[src/rtl/rr_mux_arbiter_32.sv]
// ---------------------------------------------------------------------------
// rr_mux_arbiter_32
//
// Round-robin arbiter that shares one 32:1 selection mux among 32
// requesters. It produces a registered one-hot grant and the matching 5-bit
// select, which drives the mux S input directly.
//
// Operation:
//   IDLE : when any request is present, the winner is the first set request
//          bit found by searching from the priority pointer upward, with
//          wrap-around. The grant and select are registered and the arbiter
//          moves to BUSY.
//   BUSY : the grant is held until DONE, until the granted requester
//          withdraws, or (optional feature) until the hold limit is reached.
//          On release the pointer moves to (winner + 1) mod 32 and the
//          arbiter returns to IDLE. As a result, VALID is always low for
//          exactly one cycle between consecutive grants.
//   SEL keeps the last winner while idle, so the mux output stays stable.
//
// Ports:
//   clk_i      : system clock; all state updates on rising edge
//   rst_ni     : asynchronous active-low reset
//   req_i      : request vector; bit i = requester i wants the mux
//   done_i     : consumer finished with the current grant (used only in BUSY)
//   gnt_o      : registered one-hot grant; zero when idle
//   sel_o      : registered mux select (index of current/last winner)
//   valid_o    : high while a grant is active (== |gnt_o)
//   timeout_o  : one-cycle pulse after a forced release (optional feature)
//
// Parameters:
//   HOLD_MAX   : maximum number of BUSY cycles before a forced release
//                (1..255). Only used when ARB_HOLD_LIMIT_EN is defined.
//
// Configuration macro:
//   ARB_HOLD_LIMIT_EN : when defined, enables the 8-bit hold counter and the
//                       forced release with the timeout_o pulse. When
//                       undefined, a grant is held indefinitely and
//                       timeout_o is constant 0.
// ---------------------------------------------------------------------------
module rr_mux_arbiter_32 #(
  parameter int unsigned HOLD_MAX = 16
) (
  input  logic        clk_i,
  input  logic        rst_ni,
  input  logic [31:0] req_i,
  input  logic        done_i,
  output logic [31:0] gnt_o,
  output logic [4:0]  sel_o,
  output logic        valid_o,
  output logic        timeout_o
);

  typedef enum logic {
    ST_IDLE = 1'b0,
    ST_BUSY = 1'b1
  } state_e;

  // Elaboration-time guard: the hold counter is 8 bits wide.
  if ((HOLD_MAX < 1) || (HOLD_MAX > 255)) begin : g_hold_max_range
    $error("rr_mux_arbiter_32: HOLD_MAX must be within 1..255");
  end

  // Returns the index of the lowest set bit (0 when no bit is set).
  function automatic logic [4:0] first_set_idx(input logic [31:0] vec);
    logic [4:0] idx;
    idx = 5'd0;
    for (int i = 31; i >= 0; i--) begin
      if (vec[i]) begin
        idx = 5'(i);
      end else begin
        idx = idx;
      end
    end
    return idx;
  endfunction

  state_e      state_q, state_d;
  logic [31:0] gnt_q, gnt_d;
  logic [4:0]  sel_q, sel_d;
  logic        valid_q, valid_d;
  logic        timeout_q, timeout_d;
  logic [4:0]  ptr_q, ptr_d;

  logic [31:0] req_rot_s;
  logic [4:0]  winner_s;
  logic        limit_s;
  logic        release_s;

`ifdef ARB_HOLD_LIMIT_EN
  localparam logic [8:0] HOLD_MAX_W = 9'(HOLD_MAX);

  logic [7:0] hold_cnt_q, hold_cnt_d;

  // The limit is reached on the BUSY edge that would complete the HOLD_MAX-th
  // BUSY cycle, so the grant is visible for exactly HOLD_MAX cycles.
  always_comb begin
    limit_s = (({1'b0, hold_cnt_q} + 9'd1) >= HOLD_MAX_W);
  end
`else
  // Without the hold-limit feature the grant can only end by DONE or withdraw.
  always_comb begin
    limit_s = 1'b0;
  end
`endif

  // Rotate the request vector so that bit 0 corresponds to the pointer
  // position. The lowest set bit of the rotated vector then gives the
  // offset of the winner from the pointer.
  always_comb begin
    req_rot_s = 32'd0;
    for (int i = 0; i < 32; i++) begin
      req_rot_s[i] = req_i[5'(i) + ptr_q];
    end
    winner_s = ptr_q + first_set_idx(req_rot_s);
  end

  // Next-state and output logic of the IDLE/BUSY controller.
  always_comb begin
    state_d   = state_q;
    gnt_d     = gnt_q;
    sel_d     = sel_q;
    valid_d   = valid_q;
    ptr_d     = ptr_q;
    timeout_d = 1'b0;
    release_s = 1'b0;
`ifdef ARB_HOLD_LIMIT_EN
    hold_cnt_d = hold_cnt_q;
`endif
    case (state_q)
      ST_IDLE: begin
        if (req_i != 32'd0) begin
          gnt_d   = 32'd1 << winner_s;
          sel_d   = winner_s;
          valid_d = 1'b1;
          state_d = ST_BUSY;
`ifdef ARB_HOLD_LIMIT_EN
          hold_cnt_d = 8'd0;
`endif
        end else begin
          state_d = ST_IDLE;
        end
      end
      ST_BUSY: begin
        // DONE, withdraw and limit together still form a single release.
        release_s = done_i | ~req_i[sel_q] | limit_s;
        if (release_s) begin
          gnt_d     = 32'd0;
          valid_d   = 1'b0;
          ptr_d     = sel_q + 5'd1;
          state_d   = ST_IDLE;
          // Only flag a timeout when the limit alone ended the grant.
          timeout_d = limit_s & ~done_i & req_i[sel_q];
        end else begin
          state_d = ST_BUSY;
`ifdef ARB_HOLD_LIMIT_EN
          hold_cnt_d = hold_cnt_q + 8'd1;
`endif
        end
      end
      default: begin
        state_d = ST_IDLE;
        gnt_d   = 32'd0;
        valid_d = 1'b0;
      end
    endcase
  end

  // State, pointer and registered outputs.
  always_ff @(posedge clk_i or negedge rst_ni) begin
    if (!rst_ni) begin
      state_q   <= ST_IDLE;
      gnt_q     <= 32'd0;
      sel_q     <= 5'd0;
      valid_q   <= 1'b0;
      timeout_q <= 1'b0;
      ptr_q     <= 5'd0;
    end else begin
      state_q   <= state_d;
      gnt_q     <= gnt_d;
      sel_q     <= sel_d;
      valid_q   <= valid_d;
      timeout_q <= timeout_d;
      ptr_q     <= ptr_d;
    end
  end

`ifdef ARB_HOLD_LIMIT_EN
  // Hold counter: cleared on entry to BUSY, counts BUSY cycles.
  always_ff @(posedge clk_i or negedge rst_ni) begin
    if (!rst_ni) begin
      hold_cnt_q <= 8'd0;
    end else begin
      hold_cnt_q <= hold_cnt_d;
    end
  end
`endif

  assign gnt_o     = gnt_q;
  assign sel_o     = sel_q;
  assign valid_o   = valid_q;
  assign timeout_o = timeout_q;

endmodule

[config.mk]
export PLATFORM = sky130hd
export DESIGN_NAME = rr_mux_arbiter_32
export DESIGN_NICKNAME = d
export VERILOG_FILES = /design/src/rtl/rr_mux_arbiter_32.sv
export SDC_FILE = /design/constraint.sdc
export NUM_CORES = 1
export LEC_CHECK = 0
export CAP_MARGIN = 20
export CORE_UTILIZATION = 30
export CTS_CLUSTER_DIAMETER = 150
export DETAILED_ROUTE_END_ITERATION = 10
export GPL_ROUTABILITY_DRIVEN = 0
export GPL_TIMING_DRIVEN = 0
export SYNTH_ARGS = -nofsm -noshare
export SYNTH_HDL_FRONTEND = slang
export SYNTH_SLANG_ARGS = --single-unit
[constraint.sdc]
create_clock -name clk_i -period 17.53 [get_ports clk_i]
set_clock_uncertainty 0.1 [all_clocks]
set_input_delay 3.506 -clock clk_i [delete_from_list [all_inputs] [get_ports clk_i]]
set_output_delay 3.506 -clock clk_i [all_outputs]
set_load 0.05 [all_outputs]
=== Yosys cells after proc, flatten, opt, wreduce, memory -nomap -nowiden ===
Cells that the tools add are included.

* Register bits after elaboration: 44
* Output and inout bits: 39

* $add $sub $neg: 33
* $lt $le $gt $ge: 33
* Equality and inequality tests: 2
* Shift-type cells: 1
* Muxes and demuxes: 107
* Bitwise logic cells: 3
* Reductions and logical operators: 4

{| class="wikitable"
|+ Operators by type and width
! kind !! count
|-
| $lt 5x6->1 const B || 33
|-
| $bmux 1 s5 || 33
|-
| $mux 5 || 32
|-
| $add 5x5->5 const A || 16
|-
| $mux 32 || 2
|-
| $pmux 32 s2 || 1
|-
| $add 4x5->5 const A || 8
|-
| $mux 1 || 37
|-
| $reduce_bool 32->1 || 1
|-
| $shl 1x5->32 const A || 1
|-
| $add 3x5->5 const A || 4
|-
| $add 2x5->5 const A || 2
|-
| $reduce_and 2->1 || 3
|-
| $add 1x5->5 const A || 1
|-
| $add 5x1->5 const B || 1
|-
| $add 5x5->5 || 1
|-
| $pmux 1 s2 || 2
|-
| $ne 2x1->1 const B || 1
|-
| $ne 2x2->1 const B || 1
|-
| $not 1->1 || 2
|-
| $or 1x1->1 || 1
|}

=== Longest topological paths before layout ===
Gate-level depths: netlist (run 1).

* Depth in word-level cells: 39
* Depth in mapped cells: 26
* Depth with buffers taken out: 21

=== Least setup slack after synthesis (run 1) ===
No wires, ideal clock.

* Kind: input -> register
* Start point: input port req_i[4]
* End point: register gnt_q[11], in the netlist gnt_o[11]
* Arrival: 7,306 ps
* Required time: 17,308 ps
* Setup slack: 10,002 ps
* Stages: 18
* Buffers on the path: 1
* Path through: mux4_1 > mux4_1 > mux2i_1 > nor2_1 > or3_1 > a21o_1 > a211oi_1 > o31ai_1 > ha_1 > inv_1 > fa_1 > inv_1 > a21o_1 > a21oi_1 > xnor2_1 > xor2_2 > buf_6 > a32o_1

* Cells in the longest elaborated chain, start to end: 38

{| class="wikitable"
|+ RTL lines
! item !! line !! RTL
|-
| start: declaration || 45 || <nowiki>input logic [31:0] req_i,</nowiki>
|-
| $bmux 1 s5 || 112 || <nowiki>req_rot_s[i] = req_i[5'(i) + ptr_q];</nowiki>
|-
| $mux 1 (implied by the code) || 112 ||
|-
| $mux 5 (32 in a row) || 68 || <nowiki>if (vec[i]) begin</nowiki>
|-
| $add 5x5->5 || 114 || <nowiki>winner_s = ptr_q + first_set_idx(req_rot_s);</nowiki>
|-
| $shl 1x5->32 || 132 || <nowiki>gnt_d = 32'd1 << winner_s;</nowiki>
|-
| $mux 32 || 131 || <nowiki>if (req_i != 32'd0) begin</nowiki>
|-
| $pmux 32 s2 || 129 || <nowiki>case (state_q)</nowiki>
|-
| end signal: assignment || 179 || <nowiki>gnt_q <= gnt_d;</nowiki>
|-
| end: declaration || 78 || <nowiki>logic [31:0] gnt_q, gnt_d;</nowiki>
|}

Parallel ways exist; a longest one is shown, timed or not. The select of a mux whose other input is x is not followed.
A chain may end at the register's enable or synchronous reset.

=== Worst setup path in the final report (run 1) ===
* Start point: input port req_i[4]
* End point: register gnt_q[15], in the netlist gnt_o[15]

The elaborated chain is that of the path after synthesis.

==> reports/metrics.csv, run 1 <==
stage,metric,value,unit
floorplanning,die height,137,um
synthesis,Post-Syn Area,0.00546,sq mm
outcome,status,"complete, no violations",
routing,Pre-Repair DR Iteration Count,5,
worst_setup_path,slowest cell delay on critical path,710,ps
sta,Setup TNS Final,0,ps
worst_setup_path,Critical Path Stages,19,
global_route,initial antenna violation count,0,
sta,achievable frequency,117,MHz
worst_setup_path,"Max FO, Critical Path",10,
clocking,post-cts resize count,0,
sta,Final Cycle Share,48.6,%
floorplanning,die span in x,137,um
floorplanning,# rows,48,
hold_path,hold depth,2,
floorplanning,Core Box Area,0.0175,sq mm
clocking,Max clock buf depth,2,
clocking,clock slew at reported path FFs,60,ps
floorplanning,Die ar.,0.0187,sq mm
synthesis,Cells after Synth,461,
synthesis,synth unique cells,54,
synthesis,Main synth FF type,dfrtp_1,
routing,initial drt markers,302,
worst_setup_path,startpoint types,input pin,
sta,RSZ-0062 raised after global routing,false,
synthesis,syn avg cell area,11.8,sq um
synthesis,asr flop ratio synth,100,%
synthesis,"EDFF count, synth",0,
clocking,number of clock sinks,44,
worst_setup_path,worst-path cell chain,"clkdlybuf4s50_1, mux4_1, mux4_1, mux2i_1, nor2_1, or3_1, a21o_1, a211oi_1, o31ai_1, ha_1, inv_1, fa_1, inv_1, a21o_1, a21oi_1, xnor2_1, xor2_2, buf_6, a32o_1",
global_route,total global routing overflow,0,
clocking,worst skew pair latency,280,ps
synthesis,sequential area share after synthesis,20.2,%
floorplanning,initial core utilization,31.1,%
sta,# setup viols final,0,
worst_setup_path,"CP delay by family, top",multiplexers,
global_route,first-pass GRT wire length,25800,um
clocking,# H-tree levels,2,
synthesis,Yosys warning total,0,
worst_setup_path,slowest CP cell,mux4_1,
clocking,Root Driver,clkbuf_16,
flow_run,max-cap violations,0,
routing,"antenna viol nets, final",0,
cells_and_area,Fillers,1719,
cells_and_area,Syn-to-layout area delta,21.9,%
cells_and_area,nets,595,
sta,Worst Tran Pin Value,1110,ps
synthesis,#FFs+latches synth,44,
routing,vias post-DR,4668,
sta,max_slew headroom,25.3,%
clocking,# Post-CTS Setup Buffers,0,
routing,Post-Route WL,16300,um
cells_and_area,fraction of layout cells with a size suffix above 1,21.2,%
placement,Detailed Place HPWL,12800,um
sta,Final Max Slew Viols,0,
sta,final hold violation count,0,
clocking,CTS tree,done,
worst_setup_path,CP endpoint kind,flip-flop,
worst_setup_path,required time worst endpoint,17650,ps
cells_and_area,n_diodes,0,
worst_setup_path,critical path arrival,8630,ps
clocking,hold buffers post-CTS,0,
synthesis,Post-Syn Nets,515,
hold_path,Hold Crit Class,flip-flop to flip-flop,
placement,IO Port Bufs,72,
global_route,GRT Total Usage,17.8,%
routing,# DRC,0,
global_route,largest net degree at the start of global routing,32,
sta,Tmin final,8510,ps
worst_setup_path,R2R depth,23,
floorplanning,Ports,74,
worst_setup_path,reg2reg setup slack,10280,ps
clocking,Inserted Clock Buffers,5,
worst_setup_path,CP Buf/Inv Count,4,
routing,Vias/cell,6.09,
routing,Avg WL per Cell,21.2,um
worst_setup_path,crit path kind,input pin to flip-flop,
global_route,vias in the first global route,4736,
-- sequential cells by signal, summed over array words and instances (netlist names) --
signal   cells
sel_o        5
gnt_o       32
state_q      1
valid_o      1
ptr_q        5
-- worst reg2reg max path: cells and delay by family (launching register included) --
kind / cells / cell delay [ps]
muxes: 3 / 1400
DFF: 1 / 620
AOI/OAI and AO/OA: 6 / 1070
and+or+nand+nor: 2 / 410
adders and majority gates: 3 / 810
buffers and inverters: 7 / 2080
xor gates and xnor gates: 2 / 680
-- per-stage QoR --
stage	hold WS (ps)	utilization, %	cells	cell area (sq um)	setup slack [ps]
after global placement	377	36.9	758	6460	8970
after detailed placement	366	36.9	759	6480	8850
after global routing	409	38.0	767	6660	8730
after CTS	386	38.0	767	6660	9100
after floorplan	391	-	461	5460	10000
final	384	38.0	767	6660	9020
-- area by class of cell --
| cell class | instances | area, sq um | area share [%] |
|---|---|---|---|
| flip-flops and latches | 44 | 1100 | 16.5 |
| clock inverters | 2 | 38.8 | 0.583 |
| multi-input cells | 370 | 4130 | 62.1 |
| inverters | 15 | 56.3 | 0.846 |
| well taps | 225 | 282 | 4.23 |
| plain buffers | 32 | 173 | 2.59 |
| repair buffers | 73 | 736 | 11.1 |
| clock buffers | 6 | 139 | 2.09 |
-- path summary, 6_finish.rpt --
kind | from | to
setup reg to reg | ptr_q[1]$_DFFE_PN0P_ | gnt_o[15]$_DFFE_PN0P_
hold / removal | valid_o$_DFFE_PN0P_ | valid_o$_DFFE_PN0P_
max in group asynchronous | rst_ni | gnt_o[15]$_DFFE_PN0P_
min in group asynchronous | rst_ni | gnt_o[5]$_DFFE_PN0P_
hold reg to reg | valid_o$_DFFE_PN0P_ | valid_o$_DFFE_PN0P_
setup / recovery | req_i[4] | gnt_o[15]$_DFFE_PN0P_
-- layer usage --
layer	share of wire [%]	vias up	global-route usage (%)
li1	-	2026	-
met1	42	2410	23.4
met2	49	203	29.6
met3	5.9	29	2.63
met4	2.8	0	6.65
met5	0	-	0
-- layout by cell type, fill, tap and decap left out, types with 3 or more instances in the layout --
master           count
a31oi_1              3
dfrtp_1             44
buf_4                3
xnor2_1             18
mux2_2              10
ha_1                18
a21o_1               3
inv_1               14
clkbuf_1            15
nor4_1               8
buf_6                5
and2_1               4
mux4_1              10
nand3_1              4
nand4_1              5
nand2_1             27
mux2i_1             36
o21ai_0             15
a21boi_0             4
xor2_1              10
buf_2                4
mux4_2              72
o31a_1               3
nor2_1              22
clkbuf_16            5
xnor2_2              3
buf_1                6
nor2b_1              7
a32o_1              33
a21oi_1             17
nand2b_1             9
clkdlybuf4s50_1     71
-- cell families (layout without fill, tap and decap cells) --
kind of cell             count (synthesis)  count (layout)  share of synthesized area, %
flip-flops                              44              44                          20.2
other                                    1               1                        0.0687
adder cells (fa/ha/maj)                 19              19                          4.49
XOR/XNOR                                32              32                          5.68
multiplexers                           128             128                          43.2
AO/OA/AOI/OAI                           91              91                          12.8
AND/OR/NAND/NOR                         99              99                          9.44
buffers and inverters                   47             128                          4.19
-- cell usage after synthesis, types with 7 or more instances --
cell	instances	area (sq um)
mux4_2	72	1620
dfrtp_1	44	1100
mux2i_1	36	360
a32o_1	33	330
nand2_1	27	101
nor2_1	22	82.6
ha_1	18	225
xnor2_1	18	158
a21oi_1	17	85.1
clkbuf_1	15	56.3
o21ai_0	15	75.1
inv_1	14	52.6
mux2_2	10	113
mux4_1	10	263
xor2_1	10	87.6
nand2b_1	9	56.3
nor4_1	8	50.1
nor2b_1	7	43.8
Power of run 1 is not shown: default switching activity piles up to over one toggle a cycle in this logic, so the estimate is an artifact.
==> run 2, diff against run 1 <==
clock period = 7.2 ns   (was 17.53 ns; I/O delays follow)
==> run 2 against run 1 <==
  * Utilization grew 0.078 points
  * Sequential share of layout area about the same
  * Largest cell class unchanged
  * Critical path type is now flip-flop to flip-flop
  * Wire length about the same
==> reports/metrics.csv, run 2 (synthesis gave the netlist of run 1 again) <==
stage,metric,value,unit,change
outcome,status,"complete, no violations",,
routing,Avg WL per Cell,21.2,um,about the same
global_route,vias in the first global route,4736,,unchanged
cells_and_area,cell area after layout,0.00667,sq mm,+0.21%
sta,final hold violation count,0,,unchanged
cells_and_area,Syn-to-layout area delta,22.1,%,
flow_run,max-cap violations,0,,unchanged
global_route,total global routing overflow,0,,unchanged
sta,Tmin final,6780,ps,
global_route,GRT Total Usage,17.8,%,unchanged
cells_and_area,n_diodes,0,,unchanged
floorplanning,Die ar.,0.0187,sq mm,unchanged
hold_path,Hold Crit Class,flip-flop to flip-flop,,
clocking,CTS tree,done,,
clocking,hold buffers post-CTS,0,,unchanged
cells_and_area,Final Util,38.0,%,+0.078 points
worst_setup_path,critical path arrival,6900,ps,-1730 ps
sta,Final Cycle Share,94.2,%,
worst_setup_path,required time worst endpoint,7320,ps,-10330 ps
floorplanning,Ports,74,,unchanged
cells_and_area,"non-filler cells, final",767,,unchanged
sta,Worst Tran Pin Value,1110,ps,+0.316 ps
placement,IO Port Bufs,72,,unchanged
cells_and_area,most frequent cells in the layout,"mux4_2 (72), clkdlybuf4s50_1 (71), dfrtp_1 (44)",,
floorplanning,# rows,48,,unchanged
routing,Pre-Repair DR Iteration Count,5,,unchanged
clocking,Inserted Clock Buffers,5,,unchanged
clocking,worst skew pair latency,280,ps,about the same
placement,# placed instances,759,,unchanged
routing,# DRC,0,,unchanged
worst_setup_path,CP endpoint kind,flip-flop,,
sta,# setup viols final,0,,unchanged
cells_and_area,fraction of layout cells with a size suffix above 1,21.6,%,+0.37 points
cells_and_area,"commonest non-fill, non-tap cell in the layout",mux4_2,,
sta,achievable frequency,147,MHz,
worst_setup_path,worst-path cell chain,"clkbuf_2, inv_1, ha_1, clkbuf_1, clkbuf_2, mux4_1, mux4_2, mux2i_1, nor2_1, or3_1, a21o_1, a211oi_1, o31ai_1, ha_1, inv_1, fa_1, inv_1, a21o_1, a21oi_1, xnor2_1, xor2_2, buf_6, a32o_1",,
clocking,Max clock buf depth,2,,unchanged
global_route,initial antenna violation count,0,,unchanged
cells_and_area,max FFs per register,32,,unchanged
routing,Vias/cell,6.06,,-0.36%
placement,placed inst area,0.00648,sq mm,unchanged
routing,initial drt markers,299,,-0.99%
worst_setup_path,slowest cell delay on critical path,610,ps,-100 ps
clocking,Root Driver,clkbuf_16,,
worst_setup_path,startpoint types,flip-flop,,
worst_setup_path,slowest CP cell,dfrtp_1,,
worst_setup_path,critical path's most frequent cell,inv_1,,
floorplanning,die span in x,137,um,unchanged
sta,Setup TNS Final,0,ps,unchanged
clocking,clock slew at reported path FFs,60,ps,about the same
placement,Detailed Place HPWL,12800,um,unchanged
floorplanning,die height,137,um,unchanged
worst_setup_path,"Max FO, Critical Path",10,,unchanged
sta,Final Max Slew Viols,0,,unchanged
floorplanning,initial core utilization,31.1,%,unchanged
worst_setup_path,crit path kind,flip-flop to flip-flop,,
clocking,number of clock sinks,44,,unchanged
floorplanning,Core Box Area,0.0175,sq mm,unchanged
clocking,# H-tree levels,2,,unchanged
cells_and_area,nets,595,,unchanged
routing,"antenna viol nets, final",0,,unchanged
global_route,largest net degree at the start of global routing,32,,unchanged
routing,Post-Route WL,16300,um,about the same
global_route,first-pass GRT wire length,25800,um,unchanged
routing,vias post-DR,4651,,-0.36%
sta,max_slew headroom,25.2,%,about the same
sta,RSZ-0062 raised after global routing,false,,
[run 2: changes by cell type in the layout (fill, tap and decap cells not counted)]
cell	before	now
clkbuf_2	0	2
clkbuf_1	15	13
xnor2_2	3	2
xnor2_4	0	1
[run 2: final cells by class]
type | instances | area (sq um)
plain buffers | 32 | 175
well taps | 225 | 282
clock buffers | 6 | 139
multi-input cells | 370 | 4140
repair buffers | 73 | 736
flip-flops and latches | 44 | 1100
inverters | 15 | 56.3
clock inverters | 2 | 38.8
fillers | 1721 | 10900
[run 2: worst paths after layout]
check,slack (ps),cells past startpoint,to,startpoint
max,420,23,gnt_o[15]$_DFFE_PN0P_,ptr_q[1]$_DFFE_PN0P_
min reg2reg,390,2,valid_o$_DFFE_PN0P_,valid_o$_DFFE_PN0P_
min in group asynchronous,960,1,gnt_o[5]$_DFFE_PN0P_,rst_ni
max reg2reg,420,23,gnt_o[15]$_DFFE_PN0P_,ptr_q[1]$_DFFE_PN0P_
min,390,2,valid_o$_DFFE_PN0P_,valid_o$_DFFE_PN0P_
max in group asynchronous,5570,2,gnt_o[15]$_DFFE_PN0P_,rst_ni
[run 2: what timing repair did]
| action | 4_1_cts | 5_1_grt |
|---|---|---|
| gates resized for setup | 0 | 5 |
| endpoints found under the setup margin | 0 | 33 |
| buffers inserted | 0 | 0 |
[run 2: worst max-delay path, delay by kind of cell (launching register included)]
family,cells,cell delay [ps]
buffers and inverters,7,1690
muxes,3,1370
AOI/OAI and AO/OA,6,1070
adders and majority gates,3,780
xor gates and xnor gates,2,680
DFF,1,610
and+or+nand+nor,2,410
[run 2: per-stage QoR]
step	hold slack [ps]	worst slack (ps)
4_1_cts	386	58.3
3_3_place_gp	377	227
2_1_floorplan	391	1520
6_report	386	420
5_1_grt	409	101
3_5_place_dp	366	92.4
[run 2: per-layer routing]
metal  vias up  wire (um)  track usage (%)
met2       196       7960             29.6
li1       2025          -                -
met3        31        948             2.63
met4         0        459             6.65
met1      2399       6900             23.4
met5         -          0                0
Power of run 2 is left out for the same reason.
